<file path="src/rtl/rgb565_frame_reader.sv">
`timescale 1ns/1ps
// rgb565_frame_reader: reads one RGB565 frame buffer in address order and streams it out as RGB888.
// Latency: first o_valid two enabled cycles after i_start is sampled, then one pixel per enabled cycle.
// Backpressure: i_ready low stalls a 2-entry output FIFO; reads are throttled so it never overflows.
//
// Ports:
//   iClk, iRst_n       clock (rising edge), asynchronous active-low reset
//   i_Clk_en           clock enable; nothing advances on edges where it is 0
//   i_start            frame request, only honoured in IDLE
//   o_rd_en/o_rd_addr  frame-buffer read strobe and address
//   i_rd_data          RGB565 read data, returned on the enabled edge after the read is issued
//   o_data_rgb888      R[23:16] G[15:8] B[7:0], qualified by o_valid, accepted with i_ready
//   o_eol              marks the last pixel of each line
//   o_busy             high outside IDLE
//   o_frame_done       one-enabled-cycle pulse once the last pixel has left the FIFO
//
// Build option: define RGB_EXPAND_REPLICATE_EN for bit-replicating colour expansion;
// the default build zero-fills the low bits.

// sync_fifo: small synchronous FIFO with show-ahead read data.
// Latency: written data is visible on o_rd_dat the edge after the write.
// Backpressure: writes are dropped only when full with no simultaneous read; callers must avoid that.
module sync_fifo #(
  parameter int WIDTH = 8,
  parameter int DEPTH = 2
) (
  input  logic                       iClk,
  input  logic                       iRst_n,
  input  logic                       i_Clk_en,
  input  logic                       i_wr_vld,
  input  logic [WIDTH-1:0]           i_wr_dat,
  input  logic                       i_rd_rdy,
  output logic                       o_rd_vld,
  output logic [WIDTH-1:0]           o_rd_dat,
  output logic [$clog2(DEPTH+1)-1:0] o_count
);
  localparam int PW = (DEPTH > 1) ? $clog2(DEPTH) : 1;
  localparam int CW = $clog2(DEPTH + 1);

  logic [WIDTH-1:0] mem [DEPTH];
  logic [PW-1:0]    wr_ptr;
  logic [PW-1:0]    rd_ptr;
  logic [CW-1:0]    count;
  logic             push;
  logic             pop;

  assign pop      = i_Clk_en & i_rd_rdy & (count != '0);
  // A full FIFO still accepts a write when the head leaves on the same edge.
  assign push     = i_Clk_en & i_wr_vld & ((count != CW'(DEPTH)) | pop);
  assign o_rd_vld = (count != '0);
  assign o_rd_dat = mem[rd_ptr];
  assign o_count  = count;

  always_ff @(posedge iClk or negedge iRst_n) begin
    if (!iRst_n) begin
      for (int i = 0; i < DEPTH; i++) mem[i] <= '0;
      wr_ptr <= '0;
      rd_ptr <= '0;
      count  <= '0;
    end else begin
      if (push) begin
        mem[wr_ptr] <= i_wr_dat;
        wr_ptr      <= (wr_ptr == PW'(DEPTH - 1)) ? '0 : wr_ptr + 1'b1;
      end
      if (pop) begin
        rd_ptr <= (rd_ptr == PW'(DEPTH - 1)) ? '0 : rd_ptr + 1'b1;
      end
      if (push & ~pop) begin
        count <= count + 1'b1;
      end else if (pop & ~push) begin
        count <= count - 1'b1;
      end
    end
  end
endmodule

module rgb565_frame_reader #(
  parameter int H_ACTIVE   = 480,
  parameter int V_ACTIVE   = 272,
  parameter int ADDR_WIDTH = 17
) (
  input  logic                  iClk,
  input  logic                  iRst_n,
  input  logic                  i_Clk_en,
  input  logic                  i_start,
  output logic                  o_rd_en,
  output logic [ADDR_WIDTH-1:0] o_rd_addr,
  input  logic [15:0]           i_rd_data,
  output logic [23:0]           o_data_rgb888,
  output logic                  o_valid,
  input  logic                  i_ready,
  output logic                  o_eol,
  output logic                  o_busy,
  output logic                  o_frame_done
);
  localparam int FRAME_DEPTH = H_ACTIVE * V_ACTIVE;
  localparam int COL_W       = $clog2(H_ACTIVE + 1);
  localparam logic [ADDR_WIDTH-1:0] LAST_ADDR = ADDR_WIDTH'(FRAME_DEPTH - 1);
  localparam logic [COL_W-1:0]      LAST_COL  = COL_W'(H_ACTIVE - 1);

  typedef enum logic [1:0] {
    IDLE  = 2'd0,
    RUN   = 2'd1,
    DRAIN = 2'd2
  } state_t;

  state_t                state;
  logic [ADDR_WIDTH-1:0] rd_addr;
  logic [COL_W-1:0]      col;          // position of the next issued read within its line
  logic                  inflight;     // a read was issued on the previous enabled edge
  logic                  inflight_eol; // that read is the last pixel of a line
  logic                  fifo_vld;
  logic [16:0]           fifo_head;    // {eol, rgb565}
  logic [1:0]            fifo_count;
  logic                  xfer;
  logic [2:0]            credit_use;
  logic [4:0]            r5;
  logic [5:0]            g6;
  logic [4:0]            b5;
  logic                  frame_done;

  assign xfer = i_Clk_en & fifo_vld & i_ready;

  // FIFO slots already spoken for once this edge's transfer has left. Counting the
  // outgoing pixel lets a read issue every enabled cycle while the consumer keeps up,
  // and the sum can never exceed the two FIFO entries.
  assign credit_use = {1'b0, fifo_count} + {2'b00, inflight} - {2'b00, xfer};
  assign o_rd_en    = (state == RUN) & i_Clk_en & (credit_use < 3'd2);
  assign o_rd_addr  = rd_addr;

  always_ff @(posedge iClk or negedge iRst_n) begin
    if (!iRst_n) begin
      state        <= IDLE;
      rd_addr      <= '0;
      col          <= '0;
      inflight     <= 1'b0;
      inflight_eol <= 1'b0;
      frame_done   <= 1'b0;
    end else if (i_Clk_en) begin
      frame_done   <= 1'b0;
      inflight     <= o_rd_en;
      inflight_eol <= (col == LAST_COL);
      case (state)
        IDLE: begin
          if (i_start) begin
            state   <= RUN;
            rd_addr <= '0;
            col     <= '0;
          end
        end
        RUN: begin
          if (o_rd_en) begin
            col <= (col == LAST_COL) ? '0 : col + 1'b1;
            if (rd_addr == LAST_ADDR) begin
              rd_addr <= '0;
              state   <= DRAIN;
            end else begin
              rd_addr <= rd_addr + 1'b1;
            end
          end
        end
        DRAIN: begin
          if ((fifo_count == 2'd0) && !inflight) begin
            state      <= IDLE;
            frame_done <= 1'b1;
          end
        end
        default: state <= IDLE;
      endcase
    end
  end

  sync_fifo #(
    .WIDTH (17),
    .DEPTH (2)
  ) u_out_fifo (
    .iClk     (iClk),
    .iRst_n   (iRst_n),
    .i_Clk_en (i_Clk_en),
    .i_wr_vld (inflight),
    .i_wr_dat ({inflight_eol, i_rd_data}),
    .i_rd_rdy (i_ready),
    .o_rd_vld (fifo_vld),
    .o_rd_dat (fifo_head),
    .o_count  (fifo_count)
  );

  assign r5 = fifo_head[15:11];
  assign g6 = fifo_head[10:5];
  assign b5 = fifo_head[4:0];

`ifdef RGB_EXPAND_REPLICATE_EN
  assign o_data_rgb888 = {r5, r5[4:2], g6, g6[5:4], b5, b5[4:2]};
`else
  assign o_data_rgb888 = {r5, 3'b000, g6, 2'b00, b5, 3'b000};
`endif

  assign o_valid      = fifo_vld;
  assign o_eol        = fifo_vld & fifo_head[16];
  assign o_busy       = (state != IDLE);
  assign o_frame_done = frame_done;
endmodule

</file>
<file path="config.mk">
export PLATFORM = sky130hd
export DESIGN_NAME = rgb565_frame_reader
export DESIGN_NICKNAME = d
export VERILOG_FILES = /design/src/rtl/rgb565_frame_reader.sv
export SDC_FILE = /design/constraint.sdc
export NUM_CORES = 1
export LEC_CHECK = 0
export CORE_MARGIN = 4
export CORE_UTILIZATION = 56
export CTS_CLUSTER_DIAMETER = 200
export DETAILED_ROUTE_END_ITERATION = 6
export HOLD_SLACK_MARGIN = 0.15
export PLACE_DENSITY = 0.95
export RECOVER_POWER = 100
export SYNTH_ARGS = -nofsm -noshare
export SYNTH_HDL_FRONTEND = slang
export SYNTH_SLANG_ARGS = --single-unit
</file>
<file path="constraint.sdc">
create_clock -name iClk -period 5.66 [get_ports iClk]
set_clock_uncertainty 0.05 [all_clocks]
set_input_delay 0.566 -clock iClk [delete_from_list [all_inputs] [get_ports iClk]]
set_output_delay 0.566 -clock iClk [all_outputs]
set_load 0.02 [all_outputs]
</file>
# After elaboration in Yosys (flattened, before gate mapping)
# Cells that the tools add are included.
# word_totals
regBits	69
word_cells	84
output_inout_bits	46
# classes
bitwise	16
n_lt_le_gt_ge	4
eq_ne	9
n_reduce_logical	11
n_addsub	8
mux	25
# ops
cell	count
$mux 17	7
$bwmux 34	1
$pmux 17 s2	1
$mux 9	3
$pmux 9 s2	1
$add 17x1->17 const B	1
$demux 17 s1	1
$eq 17x17->1 const B	1
$mux 2	6
$and 1x1->1	11
$add 9x1->9 const B	1
$eq 9x9->1 const B	1
$ne 2x2->1 const B	4
$reduce_bool 2->1	4
$pmux 2 s3	1
$reduce_and 5->1	1
$ge 2x2->1 const B	2
$logic_not 2->1	2
$mux 1	4
$not 1->2	2
$reduce_and 4->1	1
$add 2x1->3	1
$lt 3x2->1 const B	1
$sub 3x1->3	1
other kinds (11)	14

# Longest topological paths before layout
# Gate-level depths: netlist of the first run.
# logic_depth
ltp_word	8
depth_mapped	14

# Modules after synthesis
# Synthesis of the first run repeated with hierarchy kept, for this count alone.
# hier_totals
cells_unflattened	317
hier_area_um2	3628.5
# by_module_without_submodules
module	n_inst	cells_each	area_per_inst_um2	seq_area_each_um2
rgb565_frame_reader	1	210	1939.4	775.7
sync_fifo	1	107	1689.1	950.9

# Worst setup path before layout of the first run
# Ideal clock, no wire load.
# synth_timing
kind	flip-flop to output port
start	register u_out_fifo.count[1], in the netlist u_out_fifo.o_count[1]
end	output o_rd_en
arrival_time_ps	2599
path_stages_with_launch	13
slack_ps	2445
cell_sequence	dfrtp_1 clkbuf_1 nor2_1 inv_1 nand3_1 inv_1 ha_1 nand2b_1 fa_1 and4b_1 nand2_1 clkbuf_1 inv_1
# synth_via
elab_chain_len	6
# synth_lines
element	line	text
from (decl)	43	logic [CW-1:0] count;
from (signal assigned)	69	count <= count + 1'b1;
from (signal assigned)	71	count <= count - 1'b1;
$reduce_bool 2->1	50	assign o_rd_vld = (count != '0);
named net o_valid	90	output logic o_valid,
$and 1x1->1 (2 in a row)	122	assign xfer = i_Clk_en & fifo_vld & i_ready;
$sub 3x1->3	127	assign credit_use = {1'b0, fifo_count} + {2'b00, inflight} - {2'b00, xfer};
$lt 3x2->1	128	assign o_rd_en = (state == RUN) & i_Clk_en & (credit_use < 3'd2);
$and 1x1->1	128	
to (decl)	86	output logic o_rd_en,
# The timed path passes the listed nets, and every way through them passes these cells.

# Worst setup path in the final report of the first run
# layout_timing
start	input i_Clk_en
end	output o_rd_en
# layout_via
elab_chain_len	5
# layout_lines
element	line	text
from (decl)	84	input logic i_Clk_en,
$and 1x1->1 (2 in a row)	122	
$sub 3x1->3	127	
$lt 3x2->1	128	
$and 1x1->1 (*)	128	
# Mark *: on every way between the ends. The rest lies on a longest branch, timed or not.

==> results.yml, run 1 <==
worst_setup_path:
  critical_path.reg2reg.startpoint: "u_out_fifo.o_count[1]"
  worstPathCellList: "dlygate4sd3_1 > nand3_1 > inv_1 > ha_1 > nand2b_1 > fa_1 > xnor2_1 > nand2_1 > inv_1 > dlygate4sd3_1"
  crit_path_max_incr_delay_ns: 0.76
  timing.critical_path.depth: 10
  worstPathMaxFanout: 11
  path_class: "input pin to primary output"
  critPathArrivalTime_ns: 3.94
  required_time_of_the_critical_path_ns: 5.04
  worst-r2r-cell-count: 12
  crit_end_category: "primary output"
  cpMaxStageDelayCell: "dlygate4sd3_1"
  crit_path_start: "i_Clk_en"
  critical-path-top-delay-family: "buffers and inverters"
  path_buf_inv: 4
  cp-start-kind: "input pin"
grt:
  grt_pass1_vias: 2850
  gr-usage-all-layers_pct: 22.2
  overflow: 0
  grt_first_pass_wirelength_um: 13300
  grt_antenna_before_repair: 0
  grt_start_max_net_pins: 70
synthesis:
  synth_enable_flop_cells: 0
  netlist_instances: 323
  syn_area_per_cell_um2: 11.0
  synth.cell_area_um2: 3570
  synth_warnings: 0
  yosys_most_used_dff: "dfrtp_1"
  yosys.cell_types.count: 56
  share_of_synthesized_registers_carrying_an_async_set_or_reset_pct: 100
  yosysSeqAreaShare_pct: 48.4
  synth_seq_cells: 69
drt:
  avgViaCountPerCell: 5.88
  finalWirelength_um: 7920
  detailroute.via_count: 2697
  drt_pass1_iterations: 4
  drt.antenna.violating_nets: 0
  drt_iter0_drc: 163
  drc_errors: 0
  post_drt_wl_per_cell_um: 17.3
place:
  numPortBuffers: 58
  globalplace.congestion: 0.874
  dp_cells: 443
  dp_hpwl_um: 5490
cts:
  cts_sinks: 69
  clock_tree_from_tritoncts: "built"
  max-clock-path-buffers: 2
  post-cts-setup-buffer-count: 0
  worst_skew_pair.late_latency_ns: 0.34
  cts.reportedPaths.clkPinSlew_ns: 0.07
  cts_inserted_buffers: 9
  cts_hold_buf: 0
  clock_tree.htree_level_count: 3
  post_cts_resize_count: 0
  root_buffer_cell: "clkbuf_8"
timing:
  tightestPinTransition_ns: 3.64
  min_period_over_period_pct: 80.5
  rsz0062_at_grt: "false"
  finalCriticalPeriod_ns: 4.55
  timing.final.setup_violations: 0
  final_hold_viol_count: 0
  maximum_clock_frequency_mhz: 220
  timing.setup.tns_ns: 0
  final_max_slew_viol_count: 70
  timing.slew.headroom_pct: -143
floorplanning:
  fp.dieArea_um2: 7710
  die_y_um: 87.8
  fp-row-count: 28
  floorplan.die.width_um: 87.8
  design.portCount: 67
  core_um2: 6060
  start_util_pct: 58.9
power_and_ir_drop:
  irDropWorstVdd_mv: 0.386
  power_density_over_cell_area_nw_per_um2: 492
  p_leak_nw: 1.89
min_path:
  holdCritPathClass: "flip-flop to flip-flop"
  min-delay-start: "u_out_fifo.wr_ptr"
  hold_path_depth: 1
flow_run:
  cap_violations: 1
final_layout:
  fill_cells: 420
  nets: 405
  antenna_cells: 0
  finish.cell_count_without_fillers: 459
  final_layout_size_suffix_gt1_share_pct: 20.3
  syn_to_final_growth_pct: 22.0
run_status:
  run_status: "complete, but fails checks"
  violations: "capacitance limit, slew limit"
power breakdown:
group          leakage (nW)  switching (mW)  internal, mW  total [mW]
Combinational         0.969           0.441         0.434       0.875
Clock                 0.113           0.199         0.264       0.463
Sequential            0.809           0.147         0.656       0.803
Total                  1.89           0.787          1.35        2.14
cells by family after synthesis:
group | Yosys count | share of synthesized area [%]
compound gates | 54 | 10.7
simple gates | 103 | 15.7
fa+ha+maj | 5 | 1.96
mux | 52 | 16.4
buf+inv | 32 | 5.08
xor+xnor | 7 | 1.72
other cells | 1 | 0.105
flops | 69 | 48.4
sequential cells by signal, indices dropped and copies added, names as in the netlist:
signal / count
inflight: 1
u_out_fifo.rd_ptr: 1
inflight_eol: 1
state: 2
col: 9
u_out_fifo.wr_ptr: 1
u_out_fifo.o_count: 2
o_rd_addr: 17
o_frame_done: 1
u_out_fifo.mem: 34
routing by layer:
metal / global-route usage, % / vias to the layer above / routed length, um
met1: 26.5 / 1320 / 3230
met3: 4.05 / 16 / 293
met2: 38.8 / 83 / 4210
met5: 0 / - / 0
met4: 10.6 / 0 / 187
li1: - / 1278 / -
placed cells by master (no fill, tap or decap), types with 3 or more instances in the layout:
master / instances
nand4_1: 6
conb_1: 8
o21ai_0: 19
dlygate4sd3_1: 39
nor2_1: 12
xnor2_1: 3
o31ai_1: 3
or4_1: 5
xor2_1: 4
ha_1: 4
inv_1: 9
mux2_2: 51
nor2b_1: 3
clkdlybuf4s50_1: 18
nor3_1: 6
nand3_1: 14
dfrtp_1: 69
a21o_1: 4
nand2_1: 31
or3_1: 5
o211ai_1: 5
and3_1: 4
o2111ai_1: 4
clkbuf_8: 10
nand2b_1: 3
clkbuf_1: 3
worst register-to-register path, stage by stage, from the launching register on:
cell,delay (ns)
dfrtp_1,0.49
nor2_1,0.17
inv_1,0.09
nand3_1,0.14
inv_1,0.06
ha_1,0.27
nand2b_1,0.17
fa_1,0.46
and4b_1,0.23
a21boi_2,0.73
clkbuf_1,0.34
a22oi_1,0.16
o31ai_1,0.10
final timing paths:
check	endpoint	slack (ns)
worst max register to register	o_rd_addr[10]	2.11
worst min-delay path	u_out_fifo.wr_ptr	0.44
worst max-delay path	o_rd_en	1.11
worst min register to register	u_out_fifo.wr_ptr	0.44
min in group asynchronous	o_rd_addr[4]	1.52
max in group asynchronous	o_rd_addr[14]	2.00
through the flow:
stage               area, um2  power [mW]  hold slack, ns  utilization, %  worst slack (ns)
finish                   4350        2.14           0.439            71.8              1.11
global route             4350        2.28           0.472            71.8             0.912
CTS                      4370        2.21           0.392            72.1              1.23
detailed placement       4140        1.74           0.429            68.3              1.28
global placement         4140        1.68           0.418            68.3              1.39
floorplan                3590        1.40           0.220               -              2.45
synthesized netlist by cell type (2+ instances only):
library cell   n  area (um2)
nand2b_1       3        18.8
buf_2          4        20.0
o21ai_2        2        17.5
o21ai_0       18        90.1
o311ai_0       2        17.5
a21oi_1        2        10.0
xnor2_1        3        26.3
or2_2          2        12.5
nor3_1         5        25.0
nor2b_1        3        18.8
or3_1          5        31.3
o2111ai_1      4        35.0
o21ai_1        2        10.0
or4_1          5        37.5
nor4b_1        2        17.5
buf_1          2        7.51
nand4b_1       2        17.5
xor2_1         4        35.0
nand4_1        6        37.5
buf_6          2        22.5
and3_1         4        25.0
dfrtp_1       69        1730
mux2_2        51         574
inv_1          9        33.8
nand3_1       14        70.1
clkbuf_1       4        15.0
o211ai_1       5        37.5
buf_4         11        82.6
o41ai_1        2        17.5
nand2_1       31         116
o31ai_1        3        22.5
ha_1           4        50.1
a21o_1         4        30.0
nor2_1        12        45.0
final cells by class:
cell class | instances | area [um2] | area share (%)
timing repair buffer | 61 | 587 | 13.5
clock buffer | 10 | 138 | 3.16
clock inverter | 6 | 93.8 | 2.16
inverter | 9 | 33.8 | 0.776
tap | 75 | 93.8 | 2.16
sequential | 69 | 1730 | 39.7
multi-input combinational | 229 | 1680 | 38.6
No activity file was read; power rests on OpenSTA's default activity.
==> run 2, diff against run 1 <==
Settings changed: CORE_UTILIZATION 56 to 47, PLACE_DENSITY 0.95 to 0.87.
Clock period 5.66 ns to 3.9 ns, I/O delays scaled along.
==> results.yml, run 2 (same netlist as run 1, synthesis figures left out) <==
place:
  placed_area_um2: 4180
  dp_cells: 469
  dp_hpwl_um: 5900
  place_ws_ns: 0.385
  numPortBuffers: 58
  globalplace.congestion: 0.889
drt:
  post_drt_wl_per_cell_um: 17.4
  drt_pass1_iterations: 5
  finalWirelength_um: 8430
  detailroute.via_count: 2816
  drc_errors: 0
  drt.antenna.violating_nets: 0
  drt_iter0_drc: 220
  avgViaCountPerCell: 5.82
power_and_ir_drop:
  irDropWorstVdd_mv: 0.409
  p_leak_nw: 1.88
  power_density_over_cell_area_nw_per_um2: 696
  fin_total_pwr_mw: 3.03
worst_setup_path:
  path_buf_inv: 3
  cpMaxStageDelayCell: "dfrtp_1"
  critPathArrivalTime_ns: 3.63
  path_class: "flip-flop to flip-flop"
  worstPathMaxFanout: 17
  cpMostUsedCell: "inv_1"
  crit_path_max_incr_delay_ns: 0.49
  required_time_of_the_critical_path_ns: 4.09
  critical-path-top-delay-family: "simple AND/OR/NAND/NOR gates"
  crit_end_category: "flip-flop"
  cp-start-kind: "flip-flop"
  worstPathCellList: "nor2_1 > inv_1 > nand3_1 > inv_1 > ha_1 > nand2b_1 > fa_1 > and4b_1 > a21boi_2 > clkbuf_2 > nor3b_1 > o21ai_0"
final_layout:
  final_instance_area_um2: 4350
  antenna_cells: 0
  multi_input_gate_area_um2: 1690
  area.sequential_um2: 1730
  fill_cells: 588
  final_layout_size_suffix_gt1_share_pct: 20.3
  mostFrequentLayoutCell: "dfrtp_1"
  syn_to_final_growth_pct: 21.9
  post-route-util_pct: 59.3
  registers.top_by_ff_count: "u_out_fifo.mem"
  nets: 407
  layout_common_cells: "69 x dfrtp_1, 51 x mux2_2, 38 x dlygate4sd3_1"
  finish.cell_count_without_fillers: 484
  largest_register_ff_count: 34
timing:
  min_period_over_period_pct: 88.0
  final_hold_viol_count: 0
  finalCriticalPeriod_ns: 3.43
  final_max_slew_viol_count: 44
  hold_ws_ns: 0.455
  worst_slack_ns: 0.468
  tightestPinTransition_ns: 2.32
  timing.slew.headroom_pct: -54.9
  rsz0062_at_grt: "false"
  timing.setup.tns_ns: 0
  maximum_clock_frequency_mhz: 291
  timing.final.setup_violations: 0
cts:
  worst_skew_pair.late_latency_ns: 0.34
  clock_tree_from_tritoncts: "built"
  max-clock-path-buffers: 2
  root_buffer_cell: "clkbuf_8"
  cts_sinks: 69
  clock_tree.htree_level_count: 3
  cts.reportedPaths.clkPinSlew_ns: 0.08
  cts_inserted_buffers: 9
  cts_hold_buf: 0
grt:
  overflow: 0
  grt_antenna_before_repair: 0
  gr-usage-all-layers_pct: 19.5
  grt_pass1_vias: 2766
  grt_start_max_net_pins: 44
  grt_first_pass_wirelength_um: 13500
floorplanning:
  floorplan.die.width_um: 95.1
  core_um2: 7330
  design.portCount: 67
  fp.dieArea_um2: 9050
  die_y_um: 95.1
  start_util_pct: 48.7
  fp-row-count: 31
run_status:
  violations: "capacitance limit, slew limit"
  run_status: "complete, but fails checks"
min_path:
  holdCritPathClass: "flip-flop to flip-flop"
flow_run:
  cap_violations: 1
## run 2: changes by cell type in the layout (fill, tap and decap cells not counted), sizes merged
cell         before  now
buf               1    0
clkbuf           13   16
dlygate4sd3      39   38
inv              11    9
bufinv            2    1
clkinv            1    4
## run 2: repair_timing
item	in CTS	in global routing
hold endpoints to repair	0	0
endpoints found under the setup margin	0	1
setup buffers	0	0
gates resized for setup	0	2
## run 2: final timing paths
path	startpoint	to	slack, ns	cells past startpoint
worst min register to register	u_out_fifo.mem[22]	u_out_fifo.mem[22]	0.46	1
worst min-delay path	u_out_fifo.mem[22]	u_out_fifo.mem[22]	0.46	1
min in group asynchronous	iRst_n	o_rd_addr[16]	0.70	1
worst max register to register	u_out_fifo.o_count[1]	o_rd_addr[16]	0.47	12
max in group asynchronous	iRst_n	u_out_fifo.mem[31]	0.90	2
worst max-delay path	u_out_fifo.o_count[1]	o_rd_addr[16]	0.47	12
## run 2: report_power, final
| part | leakage (nW) | total (mW) | switching [mW] | internal (mW) |
|---|---|---|---|---|
| clock | 0.0950 | 0.561 | 0.269 | 0.291 |
| sequential | 0.809 | 1.17 | 0.220 | 0.952 |
| combinational | 0.972 | 1.29 | 0.656 | 0.637 |
## run 2: layout make-up
cell class                 instances  share of cell area (%)
sequential                        69                    39.7
timing repair buffer              63                    13.5
multi-input combinational        229                    38.8
inverter                           9                   0.777
clock buffer                       9                    2.85
tap                               99                    2.85
clock inverter                     6                    1.50
## run 2: per-layer routing
metal	wire [um]	GRT usage (%)	part of all wire (%)
met1	3320	23.7	39
met2	4480	32.9	53
met3	389	3.00	4.6
met4	241	10.7	2.9
met5	0	0	0
==> run 3, diff against run 2 <==
Settings changed: ABC_CLOCK_PERIOD_IN_PS set to 3900.
==> results of run 3 <==
Final layout, timing and power as in run 2 (identical DEF).
